[config.mk]
export PLATFORM = sky130hd
export DESIGN_NAME = one_wire_temp_sequencer
export DESIGN_NICKNAME = d
export VERILOG_FILES = /design/src/rtl/one_wire_temp_sequencer.sv
export SDC_FILE = /design/constraint.sdc
export NUM_CORES = 1
export LEC_CHECK = 0
export CORE_AREA = 3 3 87 89
export DETAILED_ROUTE_END_ITERATION = 12
export DIE_AREA = 0 0 90 92
export PLACE_DENSITY = 0.76
export SKIP_CTS_REPAIR_TIMING = 1
export SKIP_LAST_GASP = 1
export SLEW_MARGIN = 20
export SYNTH_ARGS = -nofsm -noshare
export SYNTH_HDL_FRONTEND = slang
export SYNTH_SLANG_ARGS = --single-unit
export TNS_END_PERCENT = 10
[constraint.sdc]
create_clock -name s_clock -period 1.9 [get_ports s_clock]
set_clock_uncertainty 0.1 [all_clocks]
set_input_delay 0.285 -clock s_clock [delete_from_list [all_inputs] [get_ports s_clock]]
set_output_delay 0.285 -clock s_clock [all_outputs]
set_load 0.02 [all_outputs]
[src/rtl/one_wire_temp_sequencer.sv]
// DS18B20-style temperature cycle sequencer driving a one_wire_commands block.
// Define ONE_WIRE_CRC_EN to read the full 9-byte scratchpad and verify its Dallas CRC-8.
module one_wire_temp_sequencer #(
    parameter int SYSCLOCK  = 24576000,
    parameter int CONV_MS   = 750,
    parameter int DLY_WIDTH = 25
) (
    input  logic        s_clock,
    input  logic        s_reset,
    input  logic        start,
    output logic        busy,
    output logic        done,
    output logic [15:0] temperature,
    output logic        temp_valid,
    output logic        no_device,
    output logic        crc_error,
    output logic [7:0]  cmd_datain,
    output logic        cmd_write,
    output logic        cmd_read,
    output logic        cmd_chipselect,
    output logic        cmd_bus_reset,
    input  logic        cmd_busy,
    input  logic        cmd_no_device,
    input  logic [7:0]  cmd_rxdata
);

`ifdef ONE_WIRE_CRC_EN
    localparam int NBYTES = 9;
`else
    localparam int NBYTES = 2;
`endif
    localparam logic [DLY_WIDTH-1:0] DLY_LAST = DLY_WIDTH'((SYSCLOCK / 1000) * CONV_MS - 1);
    localparam logic [3:0]           LAST_IDX = 4'(NBYTES - 1);

    typedef enum logic [4:0] {
        S_IDLE, S_RST1, S_RST1_W, S_SKIP1, S_SKIP1_W, S_CONV, S_CONV_W, S_DELAY,
        S_RST2, S_RST2_W, S_SKIP2, S_SKIP2_W, S_RDCMD, S_RDCMD_W, S_RDB, S_RDB_W,
        S_CRC, S_TERM, S_TERM_W, S_CHECK, S_DONE, S_FAIL
    } state_t;

    state_t                 r_state;
    state_t                 w_next;
    logic                   r_pending;
    logic [DLY_WIDTH-1:0]   r_dly;
    logic [3:0]             r_index;
    logic [7:0]             r_byte0;
    logic [7:0]             r_byte1;
    logic [15:0]            r_temperature;
    logic                   r_temp_valid;
    logic                   r_no_device;
    logic                   w_fail_crc;
    logic                   w_rd_done;

    assign w_rd_done = (r_state == S_RDB_W) && !cmd_busy;

`ifdef ONE_WIRE_CRC_EN
    logic [7:0] r_byte8;
    logic [7:0] r_crc;
    logic [7:0] r_shift;
    logic [2:0] r_bit;
    logic       r_crc_error;
    logic       w_crc_fb;
    logic [7:0] w_crc_next;

    // Dallas CRC-8, reflected form of x^8+x^5+x^4+1, one data bit per clock
    assign w_crc_fb   = r_crc[0] ^ r_shift[0];
    assign w_crc_next = {1'b0, r_crc[7:1]} ^ (w_crc_fb ? 8'h8C : 8'h00);
    assign w_fail_crc = (r_state == S_CHECK);
    assign crc_error  = r_crc_error;
`else
    assign w_fail_crc = 1'b0;
    assign crc_error  = 1'b0;
`endif

    assign temperature = r_temperature;
    assign temp_valid  = r_temp_valid;
    assign no_device   = r_no_device;

    always_comb begin
        w_next         = r_state;
        cmd_datain     = 8'h00;
        cmd_write      = 1'b0;
        cmd_read       = 1'b0;
        cmd_chipselect = 1'b0;
        cmd_bus_reset  = 1'b0;
        busy           = (r_state != S_IDLE);
        done           = (r_state == S_DONE) || (r_state == S_FAIL);
        case (r_state)
            S_IDLE:    if (r_pending && !cmd_busy) w_next = S_RST1;
            S_RST1:    begin cmd_bus_reset = 1'b1; w_next = S_RST1_W; end
            S_RST1_W:  if (!cmd_busy) w_next = cmd_no_device ? S_FAIL : S_SKIP1;
            S_SKIP1:   begin cmd_chipselect = 1'b1; cmd_write = 1'b1; cmd_datain = 8'hCC; w_next = S_SKIP1_W; end
            S_SKIP1_W: if (!cmd_busy) w_next = S_CONV;
            S_CONV:    begin cmd_chipselect = 1'b1; cmd_write = 1'b1; cmd_datain = 8'h44; w_next = S_CONV_W; end
            S_CONV_W:  if (!cmd_busy) w_next = S_DELAY;
            S_DELAY:   if (r_dly == DLY_LAST) w_next = S_RST2;
            S_RST2:    begin cmd_bus_reset = 1'b1; w_next = S_RST2_W; end
            S_RST2_W:  if (!cmd_busy) w_next = cmd_no_device ? S_FAIL : S_SKIP2;
            S_SKIP2:   begin cmd_chipselect = 1'b1; cmd_write = 1'b1; cmd_datain = 8'hCC; w_next = S_SKIP2_W; end
            S_SKIP2_W: if (!cmd_busy) w_next = S_RDCMD;
            S_RDCMD:   begin cmd_chipselect = 1'b1; cmd_write = 1'b1; cmd_datain = 8'hBE; w_next = S_RDCMD_W; end
            S_RDCMD_W: if (!cmd_busy) w_next = S_RDB;
            S_RDB:     begin cmd_chipselect = 1'b1; cmd_read = 1'b1; w_next = S_RDB_W; end
`ifdef ONE_WIRE_CRC_EN
            // every byte except the trailing CRC byte is folded into the running CRC
            S_RDB_W:   if (!cmd_busy) w_next = (r_index == LAST_IDX) ? S_TERM : S_CRC;
            S_CRC:     if (r_bit == 3'd7) w_next = S_RDB;
            S_CHECK:   w_next = (r_crc == r_byte8) ? S_DONE : S_FAIL;
`else
            S_RDB_W:   if (!cmd_busy) w_next = (r_index == LAST_IDX) ? S_TERM : S_RDB;
            S_CHECK:   w_next = S_DONE;
`endif
            S_TERM:    begin cmd_bus_reset = 1'b1; w_next = S_TERM_W; end
            S_TERM_W:  if (!cmd_busy) w_next = S_CHECK;
            S_DONE:    w_next = S_IDLE;
            S_FAIL:    w_next = S_IDLE;
            default:   w_next = S_IDLE;
        endcase
    end

    always_ff @(posedge s_clock) begin
        if (!s_reset) begin
            r_state       <= S_IDLE;
            r_pending     <= 1'b0;
            r_dly         <= '0;
            r_index       <= 4'd0;
            r_byte0       <= 8'h00;
            r_byte1       <= 8'h00;
            r_temperature <= 16'h0000;
            r_temp_valid  <= 1'b0;
            r_no_device   <= 1'b0;
        end else begin
            r_state <= w_next;
            if (r_state == S_IDLE && w_next != S_IDLE)
                r_pending <= 1'b0;
            else if (start)
                r_pending <= 1'b1;

            if (r_state == S_DELAY)
                r_dly <= (r_dly == DLY_LAST) ? '0 : r_dly + 1'b1;

            if (r_state == S_IDLE) begin
                r_index <= 4'd0;
            end else if (w_rd_done) begin
                r_index <= r_index + 4'd1;
                if (r_index == 4'd0) r_byte0 <= cmd_rxdata;
                if (r_index == 4'd1) r_byte1 <= cmd_rxdata;
            end

            if (r_state == S_CHECK && w_next == S_DONE) begin
                r_temperature <= {r_byte1, r_byte0};
                r_temp_valid  <= 1'b1;
                r_no_device   <= 1'b0;
            end else if (w_next == S_FAIL) begin
                r_temp_valid  <= 1'b0;
                r_no_device   <= !w_fail_crc;
            end
        end
    end

`ifdef ONE_WIRE_CRC_EN
    always_ff @(posedge s_clock) begin
        if (!s_reset) begin
            r_byte8     <= 8'h00;
            r_crc       <= 8'h00;
            r_shift     <= 8'h00;
            r_bit       <= 3'd0;
            r_crc_error <= 1'b0;
        end else begin
            if (r_state == S_IDLE) begin
                r_crc <= 8'h00;
            end else if (r_state == S_CRC) begin
                r_crc   <= w_crc_next;
                r_shift <= {1'b0, r_shift[7:1]};
                r_bit   <= r_bit + 3'd1;
            end
            if (w_rd_done) begin
                r_shift <= cmd_rxdata;
                r_bit   <= 3'd0;
                if (r_index == LAST_IDX) r_byte8 <= cmd_rxdata;
            end
            if (r_state == S_CHECK && w_next == S_DONE)
                r_crc_error <= 1'b0;
            else if (w_next == S_FAIL)
                r_crc_error <= w_fail_crc;
        end
    end
`endif

endmodule

# [Word level (Yosys, flattened, before mapping)]
# Cells that the tools add are included.
[totals] register_bits=69 in_bits=13 output_inout_bits=33 word_cells=79
[classes] add_sub_neg=2 eq_ne=24 muxes=22 n_bitwise=2 reduce_logical=20
[op_table] op="$pmux W5 S19" count=1
[op_table] op="$mux W5" count=13
[op_table] op="$eq A5 B4 Y1 const B" count=8
[op_table] op="$eq A5 B5 Y1 const B" count=7
[op_table] op="$add A25 B1 Y25 const B" count=1
[op_table] op="$eq A25 B25 Y1 const B" count=1
[op_table] op="$mux W25" count=1
[op_table] op="$pmux W8 S3" count=1
[op_table] op="$eq A5 B3 Y1 const B" count=4
[op_table] op="$eq A5 B2 Y1 const B" count=2
[op_table] op="$reduce_bool A5 Y1" count=2
[op_table] op="$reduce_or A2 Y1" count=4
[op_table] op="$mux W1" count=6
[op_table] op="$reduce_and A3 Y1" count=2
[op_table] op="$eq A5 B1 Y1 const B" count=1
[op_table] op="$logic_not A5 Y1" count=1
[op_table] op="$reduce_or A5 Y1" count=1
[op_table] op="$add A4 B1 Y4 const B" count=1
[op_table] op="$eq A4 B1 Y1 const B" count=1
[op_table] op="$logic_and A1 B1 Y1" count=4
[op_table] op="$logic_not A4 Y1" count=1
[op_table] op="$reduce_or A4 Y1" count=1
[op_table] op="$reduce_or A3 Y1" count=1
[op_table] op="$not A1 Y1" count=2
[op_table] op="3 further kinds" count=3

# [Logic depth before layout (Yosys ltp)]
# Gate-level depths: netlist of run 1.
[depth] ltp_word=7 ltp_mapped=7 mapped_depth_nobuf=6

# [Least setup slack after synthesis of run 1]
# Ideal clock, no wire load.
[synth_path] kind="reg2out" startpoint="reg r_state[0]" endpoint="out cmd_datain[4]" arrival_ns=1.600 required_time_ns=1.515 path_slack_ns=-0.085 stages_incl_launch_ff=7 n_path_buf=3 cell_sequence="dfxtp_1 buf_2 clkbuf_1 nor2b_1 nand2_1 nor2_1 buf_4"
[synth_via] elab_chain_len=3 elab_cells_between_ends=6 classes_between="eq/ne: 4; mux: 1; reduce/logical: 1"
[synth_rtl] item="from (decl)" line_no="41" rtl="state_t r_state;"
[synth_rtl] item="from (signal assigned)" line_no="133" rtl="r_state <= w_next;"
[synth_rtl] item="$eq A5 B4 Y1 or $eq A5 B2 Y1 (tied branches)" line_no="88" rtl="case (r_state)"
[synth_rtl] item="$reduce_or A2 Y1 (no source line)"
[synth_rtl] item="$pmux W8 S3 (*)" line_no="88"
[synth_rtl] item="to (decl)" line_no="17" rtl="output logic [7:0] cmd_datain,"
# Mark *: on every way between the ends. The rest lies on a longest branch, timed or not.

# [Worst setup path in the final report of run 1]
[layout_path] startpoint="reg r_state[1]" endpoint="reg r_dly[17]"
[layout_via] elab_chain_len=1
[layout_rtl] item="$eq A5 B3 Y1" line_no="139" rtl="if (r_state == S_DELAY)"
[layout_rtl] item="to (signal assigned)" line_no="140" rtl="r_dly <= (r_dly == DLY_LAST) ? '0 : r_dly + 1'b1;"
[layout_rtl] item="to (decl)" line_no="44" rtl="logic [DLY_WIDTH-1:0] r_dly;"
# Every way passes these cells.
# A chain may end at the register's enable or synchronous reset.

==> flow_summary.ini, run 1 <==
[status]
status = finished, violations left
violations = setup timing

[placed_design]
io_buffer_count = 43
dp_hpwl_um = 6630
place_area_um2 = 4430
place_congestion = 0.958

[yosys]
ys_seq_area_share_pct = 40.2
yosysTopAreaCell = dfxtp_1
yosys_warnings = 0
synth_area_leaders = dfxtp_1 (40%), nand2_1 (6.1%), a21oi_1 (5.5%)
yosysTopAreaCellShare_pct = 40.2
ys_top_cells_by_count = dfxtp_1 (69), nand2_1 (56), a21oi_1 (38), nor2_1 (38), mux2i_1 (16)
avgSynthCellArea_um2 = 8.31
synth_edf_count = 0
dominantRegCellSynth = dfxtp_1
async_flop_share_pct = 0
synth-seq-cells = 69
synth_area_um2 = 3440
yosysUniqueCellTypes = 57
syn_inst = 414
synth.most_common_cell = dfxtp_1

[layout]
area_delta_synth_final_pct = 39.7
fin_area_um2 = 4800
final_nets = 536
drive_above_1_share_pct = 25.4
fin_util_pct = 70.3
antenna_cells = 0

[setup_path]
critPathBufInv = 1
path_cells = buf_4, nand4b_4, or4_4, or4_1, a21oi_2
cp_top_family = simple AND/OR/NAND/NOR gates
slowest_stage = or4_4
crit_path_end_kind = flop
start_kind = flop
slowest_delay_ns = 0.54
worst_ep_required_time_ns = 2.09
cp.arrival_ns = 2.22
critical_path.max_fanout = 8
critical_path_class = reg2reg

[timing]
finalWorstSetupSlack_ns = -0.135
fmax_mhz = 491
final-max-slew-violation-count = 0
period_share_pct = 107
rsz0062_at_grt = yes
finalSetupViolations = 28
post-route-min-period_ns = 2.03
hold_violations = 0

[clock_tree]
cts_buffer_depth = 2
cts_htree_levels = 3
clockRootBuffer = clkbuf_8
path_clk_slew_ns = 0.08
tritoncts = done
cts.sinks = 69
clk_latency_ns = 0.35
cts_buffers = 9

[drt]
num_vias = 3532
drtIter0Drc = 154
dr.pass1.iters = 5
drc_errors = 0
finalWirelength_um = 9650
antenna_left = 0
via_per_inst = 5.70
wl_per_cell_um = 15.6

[die]
die_h_um = 92
fp-row-count = 30
die_w_um = 90
fp.coreArea_um2 = 6830
start_util_pct = 50.3
io_pins = 46
dieArea_um2 = 8280

[min_path]
min_path_type = reg2reg

[global_route]
grt_pass1_vias = 3327
overflow = 0
antenna_found_initial = 0
grt_max_degree = 37
grt_usage_pct = 22.6
grt_pass1_wl_um = 15300

[power_and_ir_drop]
p_seq_share_pct = 51.1
swShare_pct = 24.4
internal-power_mw = 2.15
p_leak_nw = 2.01
clockPowerShare_pct = 42.8
pwr-share-comb_pct = 6.1
pwr_density_cell_nw_per_um2 = 592
p_switching_uw = 696
ir_drop_uv = 620

[run]
drv_cap = 0
worst register-to-register path, cell delays in order, from the launching register on:
cell and delay [ns]:
dfxtp_4 0.41, buf_4 0.14, nand4b_4 0.11, or4_4 0.54, or4_1 0.52, a21oi_2 0.16
stage by stage:
step           setup TNS [ns]  std cells  hold WS [ns]  power [mW]  setup slack, ns
4_1_cts                 -9.96        614         0.361        2.86           -0.523
3_3_place_gp            -1.69        598         0.340        1.65           -0.106
6_report                -2.11        620         0.358        2.84           -0.135
3_5_place_dp            -3.60        598         0.350        1.65           -0.151
2_1_floorplan          -0.610        415         0.322        1.57          -0.0846
5_1_grt                 -6.19        620         0.376        2.94           -0.213
cells by family after synthesis:
logic type,share of synthesized area [%]
multiplexers,4.66
AND/OR/NAND/NOR,28.9
flip-flops,40.2
buffers and inverters,5.13
other,0.109
XOR/XNOR,2.55
AO/OA/AOI/OAI,17.1
adder cells (fa/ha/maj),1.46
sequential cells by signal (all words and copies together), names as in the netlist:
register / count
r_dly: 25
r_index: 4
temperature: 16
r_pending: 1
r_state: 5
r_byte1: 8
r_byte0: 8
temp_valid: 1
no_device: 1
path summary, 6_finish.rpt:
kind                                      start              end  depth (start not counted)  slack (ns)
worst max register to register       r_state[1]        r_dly[17]                          5       -0.13
worst min register to register  temperature[15]  temperature[15]                          2        0.36
worst max-delay path                 r_state[1]        r_dly[17]                          5       -0.13
worst min-delay path            temperature[15]  temperature[15]                          2        0.36
layout make-up:
class / instances / area (um^2)
Sequential cell: 69 / 1390
Inverter: 10 / 37.5
Clock inverter: 6 / 70.1
Fill cell: 560 / 2030
Tap cell: 96 / 120
Timing Repair Buffer: 120 / 1060
Multi-Input combinational cell: 309 / 2000
Clock buffer: 10 / 128
metal layers:
metal | wire length, um | track usage, % | vias to the layer above
met5 | 0 | 0 | -
met4 | 185 | 9.44 | 0
met3 | 509 | 5.74 | 19
met2 | 4970 | 39.1 | 127
met1 | 3980 | 26.5 | 1686
li1 | - | - | 1700
placed cells by master, fill, tap and decap left out, drive strengths merged, types with 3 or more instances in the layout:
master	count
o21ai	15
clkdlybuf4s50	30
mux2i	16
or3	8
buf	79
o31ai	9
a31oi	3
nand3b	3
nor2b	5
dlymetal6s2s	9
nand3	10
nand2b	7
ha	4
nor4b	3
a21oi	38
or4	12
clkbuf	12
and4	3
nand4	8
inv	12
nor4	3
a211oi	4
nor3	12
o211ai	6
nand2	56
nand4b	4
clkinv	3
xnor2	9
dfxtp	69
and3	4
nor2	38
o22ai	3
power groups by stage:
stage | Combinational (mW) | Clock, mW | Sequential, mW
5_1_grt | 0.186 | 1.30 | 1.45
4_1_cts | 0.162 | 1.24 | 1.45
2_1_floorplan | 0.0812 | 0 | 1.49
3_3_place_gp | 0.160 | 0 | 1.49
6_report | 0.174 | 1.22 | 1.45
3_5_place_dp | 0.161 | 0 | 1.49
Note: power is estimated with default switching activity, not from simulation.
==> inputs of run 2 (changes only) <==
--- a/config.mk
+++ b/config.mk
@@ -5,13 +5,13 @@
 export SDC_FILE = /design/constraint.sdc
 export NUM_CORES = 1
 export LEC_CHECK = 0
+export CAP_MARGIN = 20
 export CORE_AREA = 3 3 87 89
 export DETAILED_ROUTE_END_ITERATION = 12
 export DIE_AREA = 0 0 90 92
 export PLACE_DENSITY = 0.76
 export SKIP_CTS_REPAIR_TIMING = 1
 export SKIP_LAST_GASP = 1
-export SLEW_MARGIN = 20
 export SYNTH_ARGS = -nofsm -noshare
 export SYNTH_HDL_FRONTEND = slang
 export SYNTH_SLANG_ARGS = --single-unit
==> results of run 2 <==
Same layout as run 1: the final DEF is identical, and so are final timing and power.
